--- src/rtl/alu_div_seq.sv ---
`default_nettype none
// ============================================================================
// Module      : alu_div_seq
// Description : Multi-cycle 32-bit signed/unsigned restoring divide sequencer.
//               All compare/subtract work runs on the shared combinational
//               ALU through the alu_* port group. Only magnitude negation
//               and shifting are done locally.
//
//   clk_i        rising-edge clock
//   rst_i        synchronous active-high reset
//   start_i      divide request, sampled only while idle
//   signed_i     1 = signed divide, captured with start_i
//   dividend_i   dividend, captured with start_i
//   divisor_i    divisor, captured with start_i
//   alu_a_o      ALU operand A
//   alu_b_o      ALU operand B
//   alu_op_o     ALU opcode
//   alu_res_i    ALU result (same cycle)
//   busy_o       divide in progress
//   done_o       one-cycle pulse, results valid
//   dbz_o        divide-by-zero flag for the last operation
//   quotient_o   quotient, held until the next accepted start
//   remainder_o  remainder, held until the next accepted start
//
// Revision    : 1.0 - initial release
// ============================================================================
module alu_div_seq #(
    parameter int         DATA_W  = 32,
    parameter logic [5:0] SUB_OP  = 6'b100010,
    parameter logic [5:0] SLTU_OP = 6'b101011,
    parameter logic [5:0] IDLE_OP = 6'b100000
) (
    input  logic              clk_i,
    input  logic              rst_i,
    input  logic              start_i,
    input  logic              signed_i,
    input  logic [DATA_W-1:0] dividend_i,
    input  logic [DATA_W-1:0] divisor_i,
    output logic [DATA_W-1:0] alu_a_o,
    output logic [DATA_W-1:0] alu_b_o,
    output logic [5:0]        alu_op_o,
    input  logic [DATA_W-1:0] alu_res_i,
    output logic              busy_o,
    output logic              done_o,
    output logic              dbz_o,
    output logic [DATA_W-1:0] quotient_o,
    output logic [DATA_W-1:0] remainder_o
);

    localparam int                IW          = $clog2(DATA_W);
    localparam logic [IW-1:0]     c_iter_init = IW'(DATA_W - 1);
    localparam logic [DATA_W-1:0] c_one       = DATA_W'(1);

    typedef enum logic [1:0] {
        S_IDLE = 2'd0,
        S_CMP  = 2'd1,
        S_SUB  = 2'd2,
        S_FIN  = 2'd3
    } state_t;

    state_t            r_state_q,    w_state_d;
    logic [DATA_W-1:0] r_dvd_q,      w_dvd_d;      // |dividend|, or raw dividend on dbz
    logic [DATA_W-1:0] r_dvs_q,      w_dvs_d;      // |divisor|
    logic [DATA_W-1:0] r_rem_q,      w_rem_d;      // partial remainder R
    logic [DATA_W-1:0] r_acc_q,      w_acc_d;      // unsigned quotient being built
    logic [IW-1:0]     r_iter_q,     w_iter_d;
    logic              r_lt_q,       w_lt_d;
    logic              r_neg_quo_q,  w_neg_quo_d;
    logic              r_neg_rem_q,  w_neg_rem_d;
    logic              r_dbz_pend_q, w_dbz_pend_d;
    logic              r_done_q,     w_done_d;
    logic              r_dbz_q,      w_dbz_d;
    logic [DATA_W-1:0] r_quot_q,     w_quot_d;
    logic [DATA_W-1:0] r_remo_q,     w_remo_d;

    logic              w_dvd_neg;
    logic              w_dvs_neg;
    logic              w_dvs_zero;
    logic [DATA_W-1:0] w_rem_shift;

    assign w_dvd_neg   = signed_i & dividend_i[DATA_W-1];
    assign w_dvs_neg   = signed_i & divisor_i[DATA_W-1];
    assign w_dvs_zero  = (divisor_i == '0);
    assign w_rem_shift = {r_rem_q[DATA_W-2:0], r_dvd_q[r_iter_q]};

    always_comb begin
        w_state_d    = r_state_q;
        w_dvd_d      = r_dvd_q;
        w_dvs_d      = r_dvs_q;
        w_rem_d      = r_rem_q;
        w_acc_d      = r_acc_q;
        w_iter_d     = r_iter_q;
        w_lt_d       = r_lt_q;
        w_neg_quo_d  = r_neg_quo_q;
        w_neg_rem_d  = r_neg_rem_q;
        w_dbz_pend_d = r_dbz_pend_q;
        w_done_d     = 1'b0;
        w_dbz_d      = r_dbz_q;
        w_quot_d     = r_quot_q;
        w_remo_d     = r_remo_q;
        alu_a_o      = '0;
        alu_b_o      = '0;
        alu_op_o     = IDLE_OP;

        case (r_state_q)
            S_IDLE: begin
                if (start_i) begin
                    // On divide-by-zero the raw dividend is kept so it can
                    // be returned unmodified as the remainder.
                    if (w_dvs_zero)
                        w_dvd_d = dividend_i;
                    else
                        w_dvd_d = w_dvd_neg ? (~dividend_i + c_one) : dividend_i;
                    w_dvs_d      = w_dvs_neg ? (~divisor_i + c_one) : divisor_i;
                    w_neg_quo_d  = w_dvd_neg ^ w_dvs_neg;
                    w_neg_rem_d  = w_dvd_neg;
                    w_rem_d      = '0;
                    w_acc_d      = '0;
                    w_iter_d     = c_iter_init;
                    w_lt_d       = 1'b0;
                    w_dbz_pend_d = w_dvs_zero;
                    w_dbz_d      = 1'b0;
                    w_state_d    = w_dvs_zero ? S_FIN : S_CMP;
                end
            end

            S_CMP: begin
                alu_a_o   = w_rem_shift;
                alu_b_o   = r_dvs_q;
                alu_op_o  = SLTU_OP;
                w_lt_d    = alu_res_i[0];
                w_rem_d   = w_rem_shift;
                w_state_d = S_SUB;
            end

            S_SUB: begin
                // The ALU is driven with the subtract every iteration so the
                // latency does not depend on the data.
                alu_a_o  = r_rem_q;
                alu_b_o  = r_dvs_q;
                alu_op_o = SUB_OP;
                if (!r_lt_q) begin
                    w_rem_d           = alu_res_i;
                    w_acc_d[r_iter_q] = 1'b1;
                end
                if (r_iter_q == '0) begin
                    w_state_d = S_FIN;
                end else begin
                    w_iter_d  = r_iter_q - 1'b1;
                    w_state_d = S_CMP;
                end
            end

            default: begin // S_FIN
                if (r_dbz_pend_q) begin
                    w_quot_d = '1;
                    w_remo_d = r_dvd_q;
                    w_dbz_d  = 1'b1;
                end else begin
                    w_quot_d = r_neg_quo_q ? (~r_acc_q + c_one) : r_acc_q;
                    w_remo_d = r_neg_rem_q ? (~r_rem_q + c_one) : r_rem_q;
                end
                w_done_d  = 1'b1;
                w_state_d = S_IDLE;
            end
        endcase
    end

    always_ff @(posedge clk_i) begin
        if (rst_i) begin
            r_state_q    <= S_IDLE;
            r_dvd_q      <= '0;
            r_dvs_q      <= '0;
            r_rem_q      <= '0;
            r_acc_q      <= '0;
            r_iter_q     <= '0;
            r_lt_q       <= 1'b0;
            r_neg_quo_q  <= 1'b0;
            r_neg_rem_q  <= 1'b0;
            r_dbz_pend_q <= 1'b0;
            r_done_q     <= 1'b0;
            r_dbz_q      <= 1'b0;
            r_quot_q     <= '0;
            r_remo_q     <= '0;
        end else begin
            r_state_q    <= w_state_d;
            r_dvd_q      <= w_dvd_d;
            r_dvs_q      <= w_dvs_d;
            r_rem_q      <= w_rem_d;
            r_acc_q      <= w_acc_d;
            r_iter_q     <= w_iter_d;
            r_lt_q       <= w_lt_d;
            r_neg_quo_q  <= w_neg_quo_d;
            r_neg_rem_q  <= w_neg_rem_d;
            r_dbz_pend_q <= w_dbz_pend_d;
            r_done_q     <= w_done_d;
            r_dbz_q      <= w_dbz_d;
            r_quot_q     <= w_quot_d;
            r_remo_q     <= w_remo_d;
        end
    end

    assign busy_o      = (r_state_q != S_IDLE);
    assign done_o      = r_done_q;
    assign dbz_o       = r_dbz_q;
    assign quotient_o  = r_quot_q;
    assign remainder_o = r_remo_q;

endmodule
`default_nettype wire

--- config.mk ---
export PLATFORM = sky130hd
export DESIGN_NAME = alu_div_seq
export DESIGN_NICKNAME = d
export VERILOG_FILES = /design/src/rtl/alu_div_seq.sv
export SDC_FILE = /design/constraint.sdc
export NUM_CORES = 1
export LEC_CHECK = 0
export CAP_MARGIN = 20
export CORE_MARGIN = 2
export CORE_UTILIZATION = 32
export DETAILED_ROUTE_END_ITERATION = 7
export SLEW_MARGIN = 20
export SYNTH_ARGS = -nofsm -noshare
export SYNTH_HDL_FRONTEND = slang
export SYNTH_SLANG_ARGS = --single-unit
--- constraint.sdc ---
create_clock -name clk_i -period 3.4 [get_ports clk_i]
set_input_delay 0.34 -clock clk_i [delete_from_list [all_inputs] [get_ports clk_i]]
set_output_delay 0.34 -clock clk_i [all_outputs]
set_load 0.02 [all_outputs]
# ---- Word level (Yosys, flattened, before mapping)
# Cells that the tools add are included.
dict set report totals {
  rom_bits 0
  elab_cells 83
  mem_bits_rw 0
  register_bits 205
  latchBits 0
  out_inout_bits 137
  mem_count 0
}
dict set report op_classes {
  mux 31
  addsub 5
  eq_ne 5
  shift 0
  n_bitwise 9
  n_lt_le_gt_ge 2
  div 0
  n_reduce_logical 17
  n_mul 0
}
# operator count
set op_table {}
lappend op_table {{2-to-1 mux 32 bit} 11}
lappend op_table {{adder 32 x 1 -> 32 bit (second input constant)} 4}
lappend op_table {{inverter 32 bit} 4}
lappend op_table {{case mux 32 bit (2 select lines)} 2}
lappend op_table {{case mux 32 bit (3 select lines)} 1}
lappend op_table {{logical NOT 32 bit} 1}
lappend op_table {{OR 32 bit} 1}
lappend op_table {{AND reduction 3 bit} 4}
lappend op_table {{2-to-1 mux 5 bit} 2}
lappend op_table {{case mux 5 bit (2 select lines)} 1}
lappend op_table {{case mux 4 bit (2 select lines)} 1}
lappend op_table {{nonzero test 2 bit} 4}
lappend op_table {{< comparator 5 x 6 -> 1 bit (second input constant)} 1}
lappend op_table {{2-to-1 mux 2 bit} 3}
lappend op_table {{!= test 2 bit (second input constant)} 3}
lappend op_table {{case mux 2 bit (3 select lines)} 1}
lappend op_table {{binary-select mux 1 bit (select 5 bit)} 1}
lappend op_table {{demux 1 bit (select 5 bit)} 1}
lappend op_table {{greater-or-equal comparator 5 x 1 -> 1 bit (second input constant)} 1}
lappend op_table {{logical NOT 5 bit} 1}
lappend op_table {{2-to-1 mux 1 bit} 5}
lappend op_table {{subtractor 5 x 1 -> 5 bit (second input constant)} 1}
lappend op_table {{case mux 1 bit (2 select lines)} 2}
lappend op_table {{AND reduction 2 bit} 2}
lappend op_table {{10 further kinds} 11}

# ---- Logic depth before layout (Yosys ltp)
dict set report depth {
  word_depth 7
  ltp_mapped 11
  mapped_depth_nobuf 7
}

# ---- Worst setup path after synthesis
# No wires, ideal clock.
dict set report synth_timing {
  path_kind {register -> register}
  startpoint {reg r_rem_q[12]}
  endpoint {reg r_remo_q[21] (netlist: remainder_o[21])}
  stages_incl_launch_ff 8
  setup_slack_ns 0.856
  setup_time_ns 0.137
  arrival_time_ns 2.408
  synth_period_minus_slack_ns 2.544
  n_path_buf 2
  cell_sequence {dfxtp_1 buf_6 or4_4 or4_4 buf_6 o311a_1 a2111oi_1 o22ai_1}
}
dict set report synth_between {
  elab_chain_cells 4
}
# element line
set synth_rtl {}
lappend synth_rtl {{start, declared} 64} ;# logic [DATA_W-1:0] r_rem_q, w_rem_d;
lappend synth_rtl {{start signal, assigned} 189} ;# r_rem_q <= w_rem_d;
lappend synth_rtl {{inverter 32 bit} 161} ;# w_remo_d = r_neg_rem_q ? (~r_rem_q + c_one) : r_rem_q;
lappend synth_rtl {{adder 32 x 1 -> 32 bit} 161}
lappend synth_rtl {{2-to-1 mux 32 bit} 161}
lappend synth_rtl {{2-to-1 mux 32 bit} 155} ;# if (r_dbz_pend_q) begin
lappend synth_rtl {{end signal, assigned} 199} ;# r_remo_q <= w_remo_d;
lappend synth_rtl {{end, declared} 74} ;# logic [DATA_W-1:0] r_remo_q, w_remo_d;
# Every way passes these cells.
# A chain may end at the register's enable or synchronous reset.

# ---- Worst setup path in the final report
dict set report layout_timing {
  startpoint {reg r_iter_q[1]}
  endpoint {out alu_a_o[0]}
}
dict set report layout_between {
  elab_chain_cells 3
}
# element line
set layout_rtl {}
lappend layout_rtl {{start, declared} 66} ;# logic [IW-1:0] r_iter_q, w_iter_d;
lappend layout_rtl {{start signal, assigned} 191} ;# r_iter_q <= w_iter_d;
lappend layout_rtl {{binary-select mux 1 bit (select 5 bit)} 84} ;# assign w_rem_shift = {r_rem_q[DATA_W-2:0], r_dvd_q[r_iter_q]};
lappend layout_rtl {{2-to-1 mux 1 bit (not written as such)} 84}
lappend layout_rtl {{case mux 32 bit (2 select lines)} 105} ;# case (r_state_q)
lappend layout_rtl {{end, declared} 39} ;# output logic [DATA_W-1:0] alu_a_o,
# Every way passes these cells. The select of a mux whose other input is x is not followed.

==> run summary <==
CP Capture Type: output port
Register bit total from synthesis: 205
Util after Layout: 42.3%
DR pass1 iterations: 6
Initial antenna violation count: 1
Vias in the first global route: 11.1k
WL/cell: 18.7 um
H-tree lvl count: 1
Pwr per Cell Area: 477 nW/um^2
Final min period: 3.34 ns
Count of cell types in the netlist: 68
Ant diodes: 0
Setup violations, final: 0
Inst Count DP: 2102
Initial Utilization: 32.5%
First-pass GRT wire length: 62.3 mm
Maximum vdd ir drop: 0.351 mV
Post-Syn Instances: 1513
Most frequent cell after synthesis: dfxtp_1
Post-synthesis simple-gate area fraction: 24.5%
Hold-fix buffer count after cts: 0
Cts repair resizes: 0
Die Y: 197 um
Clock transition at path regs: 0.06 ns
Final Non-Filler Cells: 2150
Syn Area/Cell: 7.87 um^2
Routed WL: 40.1 mm
Largest family of logic cells by synthesized area: compound AO/OA/AOI/OAI gates
RePlAce Congestion: 0.899
Setup fix buffers added after clock tree synthesis: 0
Die ar.: 38700 um^2
Nets: 1775
Startpoint Class: flip-flop
Worst EP required: 3.06 ns
Worst hold path type: input port to flip-flop
CP Max Fanout: 21
Die W: 197 um
Root buffer cell: clkbuf_16
Setup_tns: 0 ns
Synth Area in Compound Gates: 24.9%
Ys async rst share: 0%
Outcome: complete, no violations
Area growth from synthesis to layout: 30.0%
Worst slew pin tran: 1.01 ns
CTS Sinks: 205
Drt drc: 0
Num CTS Buffers: 26
Final Cycle Share: 98.2%
Synth top area share: 34.5%
IO Port Bufs: 233
Largest net degree at the start of global routing: 149
Kind of critical path: flip-flop to output port
Adder-cell share of the synthesized area: 1.37%
Dpl hpwl: 29.0 mm
Post-route ant nets: 0
Post-synth EDFFs: 0
Synth Flop Type: dfxtp_1
Fraction of synthesized area in multiplexers: 3.12%
Via count: 11.8k
Yosys top cell by area: dfxtp_1
RSZ-0062 raised after global routing: false
Crit path DAT: 3.00 ns
Share of cells above drive strength 1: 6.90%
Commonest cells post-synth: dfxtp_1, nor2_1, clkbuf_1
Max Cap Viol: 0
CTS tree: built
Fmax: 300 MHz
Leakage dissipation: 0.00541 uW
Final Hold Viols: 0
CTS max path bufs: 3
Via density: 5.47
Max-slew headroom: 32.7%
Worst-Skew Late Latency: 0.54 ns
Synthesized area: 11900 um^2
Setup Skew: 0.00756 ns
Synth Area in XOR/XNOR: 5.67%
Final setup margin: 0.0623 ns
IO Pins: 237
Initial DRC Count: 703
Core area: 36600 um^2
Pre-CTS WS: 0.501 ns
Synth area leaders: dfxtp_1, nor2_1, a21oi_1
Sequential share of the synthesized area: 34.5%
Cell Rows: 70
Grt ovf: 0
Warnings from Yosys: 0
Total track usage: 20.1%
Final Slew Violations: 0
cell families (layout without fill, tap and decap cells):
kind of cell,count (synthesis),after routing
adders and majority gates,13,13
and+or+nand+nor,573,573
xor gates and xnor gates,77,77
AOI/OAI and AO/OA,433,433
DFF,205,205
buffers and inverters,173,341
muxes,37,37
other,2,3
worst paths after layout:
check	startpoint	to	slack (ns)	cells after the start
setup / recovery	r_iter_q[1]$_SDFFE_PP0P_	alu_a_o[0]	0.06	7
hold / removal	rst_i	remainder_o[20]$_SDFFE_PP0P_	0.43	4
setup reg to reg	r_rem_q[7]$_SDFFE_PP0P_	remainder_o[21]$_SDFFE_PP0P_	0.63	5
hold reg to reg	r_dvs_q[30]$_SDFFE_PP0P_	r_dvs_q[30]$_SDFFE_PP0P_	0.45	2
where the power goes:
part | internal [uW] | switching, uW | total, uW
Sequential | 2560 | 167 | 2730
Combinational | 695 | 1030 | 1720
Clock | 1820 | 1100 | 2920
routing by layer:
metal | up-vias | global-route usage [%] | share of wire, %
met5 | - | 0 | 0
met4 | 0 | 6.88 | 3.4
met3 | 69 | 5.84 | 8.1
met2 | 341 | 33.1 | 46
met1 | 5540 | 24.9 | 43
li1 | 5817 | - | -
cell type report:
cell class,instances,area (um^2)
Clock buffer,37,783
Clock inverter,11,136
Fill cell,3698,21100
Inverter,28,105
Multi-Input combinational cell,1136,7130
Sequential cell,205,4100
Tap cell,468,586
Timing Repair Buffer,265,2630
registers in the layout (all words and copies together), names as in the netlist:
| register | count |
|---|---|
| remainder_o | 32 |
| quotient_o | 32 |
| r_rem_q | 32 |
| dbz_o | 1 |
| r_acc_q | 32 |
| r_dvd_q | 32 |
| r_state_q | 2 |
| r_lt_q | 1 |
| r_dbz_pend_q | 1 |
| done_o | 1 |
| r_iter_q | 5 |
| r_neg_rem_q | 1 |
| r_dvs_q | 32 |
| r_neg_quo_q | 1 |
placed cells by master (no fill, tap or decap), types with 9 or more instances in the layout:
cell and n:
clkdlybuf4s50_1 232, and2_1 40, clkbuf_16 27, dfxtp_1 205
and3_1 13, a22o_1 32, nand3_1 41, nand2_1 105
o22ai_1 18, buf_4 28, nor2b_1 36, o41ai_1 17
a41oi_1 9, nor3_1 33, a211oi_1 48, a31oi_1 16
xnor2_1 39, or2_2 13, o31ai_1 20, a311oi_1 29
a22oi_1 33, nor4_1 27, nor2_1 164, or3_1 44
a21oi_1 99, inv_1 28, ha_1 9, or4_1 14
o21ai_0 73, xor2_1 38, mux2i_1 36
stage by stage:
stage / hold slack [ns] / total power (uW) / area [um^2]
final: 0.427 / 7370 / 15500
after global routing: 0.427 / 7720 / 15500
after CTS: 0.397 / 7440 / 15500
after detailed placement: 0.440 / 4490 / 14600
after global placement: 0.427 / 4470 / 14600
after floorplan: 0.417 / 3850 / 11900
worst max-delay path, cell delays in order (launching register included):
cell,delay (ns)
dfxtp_1,0.31
buf_4,0.30
mux2i_1,0.30
o22ai_1,0.12
nor4_1,0.39
o22ai_1,0.22
o21a_1,0.27
clkdlybuf4s50_1,0.55
Note: power is estimated with default switching activity, not from simulation.
==> variant 1 (same settings) <==
Remove the register `r_done_q`: a continuous assignment takes its place, so the output `done_o` follows one clock earlier.
--- a/src/rtl/alu_div_seq.sv
+++ b/src/rtl/alu_div_seq.sv
@@ -180,3 +180,2 @@
             r_dbz_pend_q <= 1'b0;
-            r_done_q     <= 1'b0;
             r_dbz_q      <= 1'b0;
@@ -195,3 +194,2 @@
             r_dbz_pend_q <= w_dbz_pend_d;
-            r_done_q     <= w_done_d;
             r_dbz_q      <= w_dbz_d;
@@ -202,2 +200,4 @@
 
+    assign r_done_q = w_done_d;
+
     assign busy_o      = (r_state_q != S_IDLE);
Check against the original RTL: not equivalent (Yosys sat finds a counterexample within 4 cycles, from zero or initial values and one cycle with rst_i high).
==> variant 1 against the original RTL <==
Power shrank 12%; sequential power decreased by 3%; maximum frequency up 3.1%; largest power group is now sequential cells; area after synthesis shrank 0.73%; routed wire length fell by 3.1%; register-to-register slack gained 140 ps; cell area is 0.93% lower; synthesized cell count down 1.4%; critical path depth stayed put; setup slack gained 99 ps; combinational power is 28% lower; final cell count shrank 1.1%; sequential cell count decreased by 1.
==> variant 1: results (changes against the original RTL) <==
set qor(detail_route.first_pass.iterations) 5 ;# -1
set qor(met2WireLength_um) 16900 ;# -8.2%
set qor(power.ir.vdd_worst_mv) 0.321 ;# -8.5%
set qor(synth.area.mux_share) 0.0229 ;# -0.00835
set qor(layout.clock_buffers) 34 ;# -8.1%
set qor(dp.final_hpwl_um) 27300 ;# -6.1%
set qor(crit_path_max_fanout) 11 ;# -48%
set qor(first_iter_violations) 609 ;# -13%
set qor(synth_xor_xnor_area_share) 0.0601 ;# +0.00338
set qor(multi_input_area_share) 0.461 ;# about the same
set qor(switching_power_uw) 1930 ;# -16%
set qor(seq-cell-share) 0.267 ;# +0.00135
set qor(met3_layer_wire_length_in_the_routed_design_um) 2990 ;# -8.3%
set qor(outcome) {finished clean}
set qor(synth_top_cells_by_area) {sky130_fd_sc_hd__dfxtp_1 35%, sky130_fd_sc_hd__nor2_1 5.0%, sky130_fd_sc_hd__a21oi_1 4.3%}
set qor(clock_insertion_delay_worst_skew_ps) 520 ;# -20 ps
set qor(num_vias) 11700 ;# -0.78%
set qor(post_synth_num_cell_types) 63 ;# -7.4%
set qor(power.share.clock) 0.405 ;# +0.008
set qor(netlist.area_leader.share) 0.346 ;# +0.000826
set qor(drive_gt1_frac) 0.0683 ;# -0.000688
set qor(layout.non_clock_buffers) 270 ;# +1.9%
set qor(top_layer_used) {met5}
set qor(synth_compound_area_frac) 0.256 ;# +0.00712
set qor(layout.nets) 1750 ;# -1.4%
set qor(layout.buffer.nonclock.area_share) 0.174 ;# +0.00405
set qor(timing.max_slew.rel_slack) 0.340 ;# +0.0134
set qor(routed_wl_um) 38900 ;# -3.1%
set qor(clk_share) 0.0535 ;# -0.00597
set qor(tritoncts.num_buffers) 24 ;# -7.7%
set qor(post_cts_resized) 2 ;# +2
set qor(drt-met1-wl_um) 18000 ;# +5.5%
==> variant 1: worst paths after layout <==
kind	startpoint	end	slack [ps]
max	r_iter_q[1]	alu_a_o[0]	160
min	rst_i	quotient_o[28]	420
max reg2reg	r_rem_q[13]	remainder_o[18]	770
min reg2reg	r_dvs_q[0]	r_dvs_q[0]	460
==> variant 1: per-layer routing <==
metal / vias up / track usage
met4: 10 / 0.0525
li1: 5734 / -
met3: 73 / 0.0490
met5: - / 0
met1: 5470 / 0.264
met2: 388 / 0.305
==> variant 1: through the flow <==
| stage | std cells | worst slack [ps] | power (µW) | util |
|---|---|---|---|---|
| global placement | 2079 | 549 | 3900 | 0.397 |
| floorplan | 1493 | 931 | 3420 | - |
| finish | 2127 | 161 | 6520 | 0.420 |
| CTS | 2123 | 101 | 6570 | 0.419 |
| global route | 2124 | 94.5 | 6800 | 0.420 |
| detailed placement | 2079 | 494 | 3920 | 0.397 |
==> variant 2 (same flow settings) <==
Without the edit above. Set the parameter `DATA_W` to 16 (it was 32).
--- a/src/rtl/alu_div_seq.sv
+++ b/src/rtl/alu_div_seq.sv
@@ -27,3 +27,3 @@
 module alu_div_seq #(
-    parameter int         DATA_W  = 32,
+    parameter int         DATA_W  = 16,
     parameter logic [5:0] SUB_OP  = 6'b100010,
Ports: changed (7 resized); port bits go from 237 to 125. The function was not compared with the original's and may differ.
==> variant 2 against the original RTL <==
Sequential cell count is 97 lower; setup slack better by 210 ps; area after synthesis is 48% lower; hold slack worse by 180 ps; count of clock-buffer cells in the layout is 24 lower; cell area is 50% lower; power is 53% lower; routed wire length is 56% lower; first-iteration DRC count is 54% lower; final cell count is 50% lower.
==> variant 2: results (changes against the original RTL) <==
set qor(gpl.final_weighted_congestion) 0.853 ;# -5.2%
set qor(global_route_wire_length_before_repair_um) 28500 ;# -54%
set qor(timing.max_slew.rel_slack) 0.443 ;# +0.117
set qor(cts-root-to-sink-buffers) 2 ;# -1
set qor(port_bufs) 121 ;# -48%
set qor(synth_compound_area_frac) 0.244 ;# -0.00468
set qor(design_power_total_uw) 3490 ;# -53%
set qor(antenna_found_initial) 0 ;# -1
set qor(power.ir.vdd_worst_mv) 0.252 ;# -28%
set qor(cts_setup_buffers) 0 ;# unchanged
set qor(synth_top_cells_by_area) {sky130_fd_sc_hd__dfxtp_1 35%, sky130_fd_sc_hd__nor2_1 5.1%, sky130_fd_sc_hd__xnor2_1 5.0%}
set qor(detail_route.first_pass.iterations) 5 ;# -1
set qor(worst_ep_arrival_time_ps) 2790 ;# -210 ps
set qor(cp_slowest_cell) {sky130_fd_sc_hd__dfxtp_1}
set qor(layout.nets) 911 ;# -49%
set qor(area_share_of_fa_ha_maj_cells_after_synthesis) 0.0265 ;# +0.0128
set qor(leakage_uw) 0.00272 ;# -50%
set qor(cp_slowest_stage_delay_ps) 700 ;# +150 ps
set qor(cpLargestDelayFamily) {compound AO/OA/AOI/OAI gates}
set qor(post_synth_num_cell_types) 57 ;# -16%
set qor(clock_insertion_delay_worst_skew_ps) 350 ;# -190 ps
set qor(vias_per_cell) 5.31 ;# -3.0%
set qor(grt_pass1_vias) 5252 ;# -53%
set qor(synth.area.mux_share) 0.0263 ;# -0.00495
set qor(synth_seq_area_share) 0.352 ;# +0.00707
set qor(crit_path_max_fanout) 14 ;# -33%
set qor(finClkSkew_ps) 7.34 ;# -0.220 ps
set qor(fill_cells) 1933 ;# -48%
set qor(grt_start_max_net_pins) 69 ;# -54%
set qor(place_worst_setup_slack_ps) 660 ;# +160 ps
set qor(tritoncts.num_buffers) 9 ;# -65%
set qor(dp.final_hpwl_um) 12500 ;# -57%
set qor(r2r_slack_ps) 1090 ;# +460 ps
set qor(detail_route.wl_per_cell_um) 16.3 ;# -13%
set qor(max_freq_ghz) 0.320 ;# +6.8%
set qor(grt_util_all_layers) 0.176 ;# -0.0250
set qor(synth_xor_xnor_area_share) 0.0798 ;# +0.0232
set qor(h-tree-depth) 3 ;# +2
set qor(outcome) {finished clean}
set qor(power.internal_uw) 2380 ;# -53%
set qor(drive_gt1_frac) 0.0529 ;# -0.0161
-- variant 2: cell types whose count changed after synthesis, sizes merged, moves of 19 or more --
cell    unedited run  this run
a21oi             99        54
a311oi            29        10
and2              41        22
buf               34        15
clkbuf           111        52
dfxtp            205       108
mux2i             36        15
nand2            105        54
nand3             41        19
nor2             166        83
nor3              33        10
nor4              29         7
o21ai             74        42
or3               44         8
-- variant 2: kinds of logic (layout without fill, tap and decap cells) --
kind of cell	Yosys count	count (layout)
simple gates	258	258
buf+inv	86	171
other cells	2	3
mux	16	16
fa+ha+maj	13	13
compound gates	226	226
flops	108	108
xor+xnor	56	56
-- variant 2: stage by stage --
step	instance area, µm²	hold slack [ps]	utilization	std cells
floorplan	6150	432	-	766
detailed placement	7470	443	0.398	1069
global placement	7470	441	0.398	1069
finish	7790	244	0.415	1085
global route	7790	249	0.415	1085
CTS	7780	229	0.415	1085
-- variant 2: final cells by class --
| type | instances | share of cell area |
|---|---|---|
| Clock buffer | 13 | 0.0347 |
| Timing Repair Buffer | 136 | 0.169 |
| Sequential cell | 108 | 0.278 |
| Inverter | 19 | 0.00916 |
| Tap cell | 234 | 0.0376 |
| Multi-Input combinational cell | 572 | 0.466 |
| Clock inverter | 3 | 0.00562 |
-- variant 2: routing by layer --
| metal | vias up | wire, µm | GRT usage |
|---|---|---|---|
| met5 | - | 0 | 0 |
| met4 | 0 | 210 | 0.0563 |
| met3 | 10 | 1030 | 0.0320 |
| met2 | 161 | 7370 | 0.251 |
| met1 | 2692 | 9110 | 0.264 |
| li1 | 2896 | - | - |
-- variant 2: power by group through the flow --
stage / Clock (µW) / Sequential (µW) / Combinational, µW
3_3_place_gp: 0 / 1490 / 908
4_1_cts: 1140 / 1460 / 909
2_1_floorplan: 0 / 1450 / 621
5_1_grt: 1200 / 1480 / 1010
3_5_place_dp: 0 / 1490 / 905
6_report: 1110 / 1460 / 911
-- variant 2: final timing paths --
kind,depth (start not counted),startpoint,end
worst max-delay path,6,r_iter_q[1],alu_a_o[0]
worst min-delay path,2,rst_i,r_dvs_q[1]
worst max register to register,8,r_state_q[0],r_acc_q[15]
worst min register to register,2,remainder_o[8],remainder_o[8]
-- variant 2: worst register-to-register path, cell delays in order (launching register included) --
cell                       delay, ps
sky130_fd_sc_hd__dfxtp_1         360
sky130_fd_sc_hd__inv_1           100
sky130_fd_sc_hd__ha_2            580
sky130_fd_sc_hd__buf_4           240
sky130_fd_sc_hd__nor2_1           50
sky130_fd_sc_hd__a211oi_1        380
sky130_fd_sc_hd__and2_1          320
sky130_fd_sc_hd__a31oi_1         120
sky130_fd_sc_hd__nor2_1          100
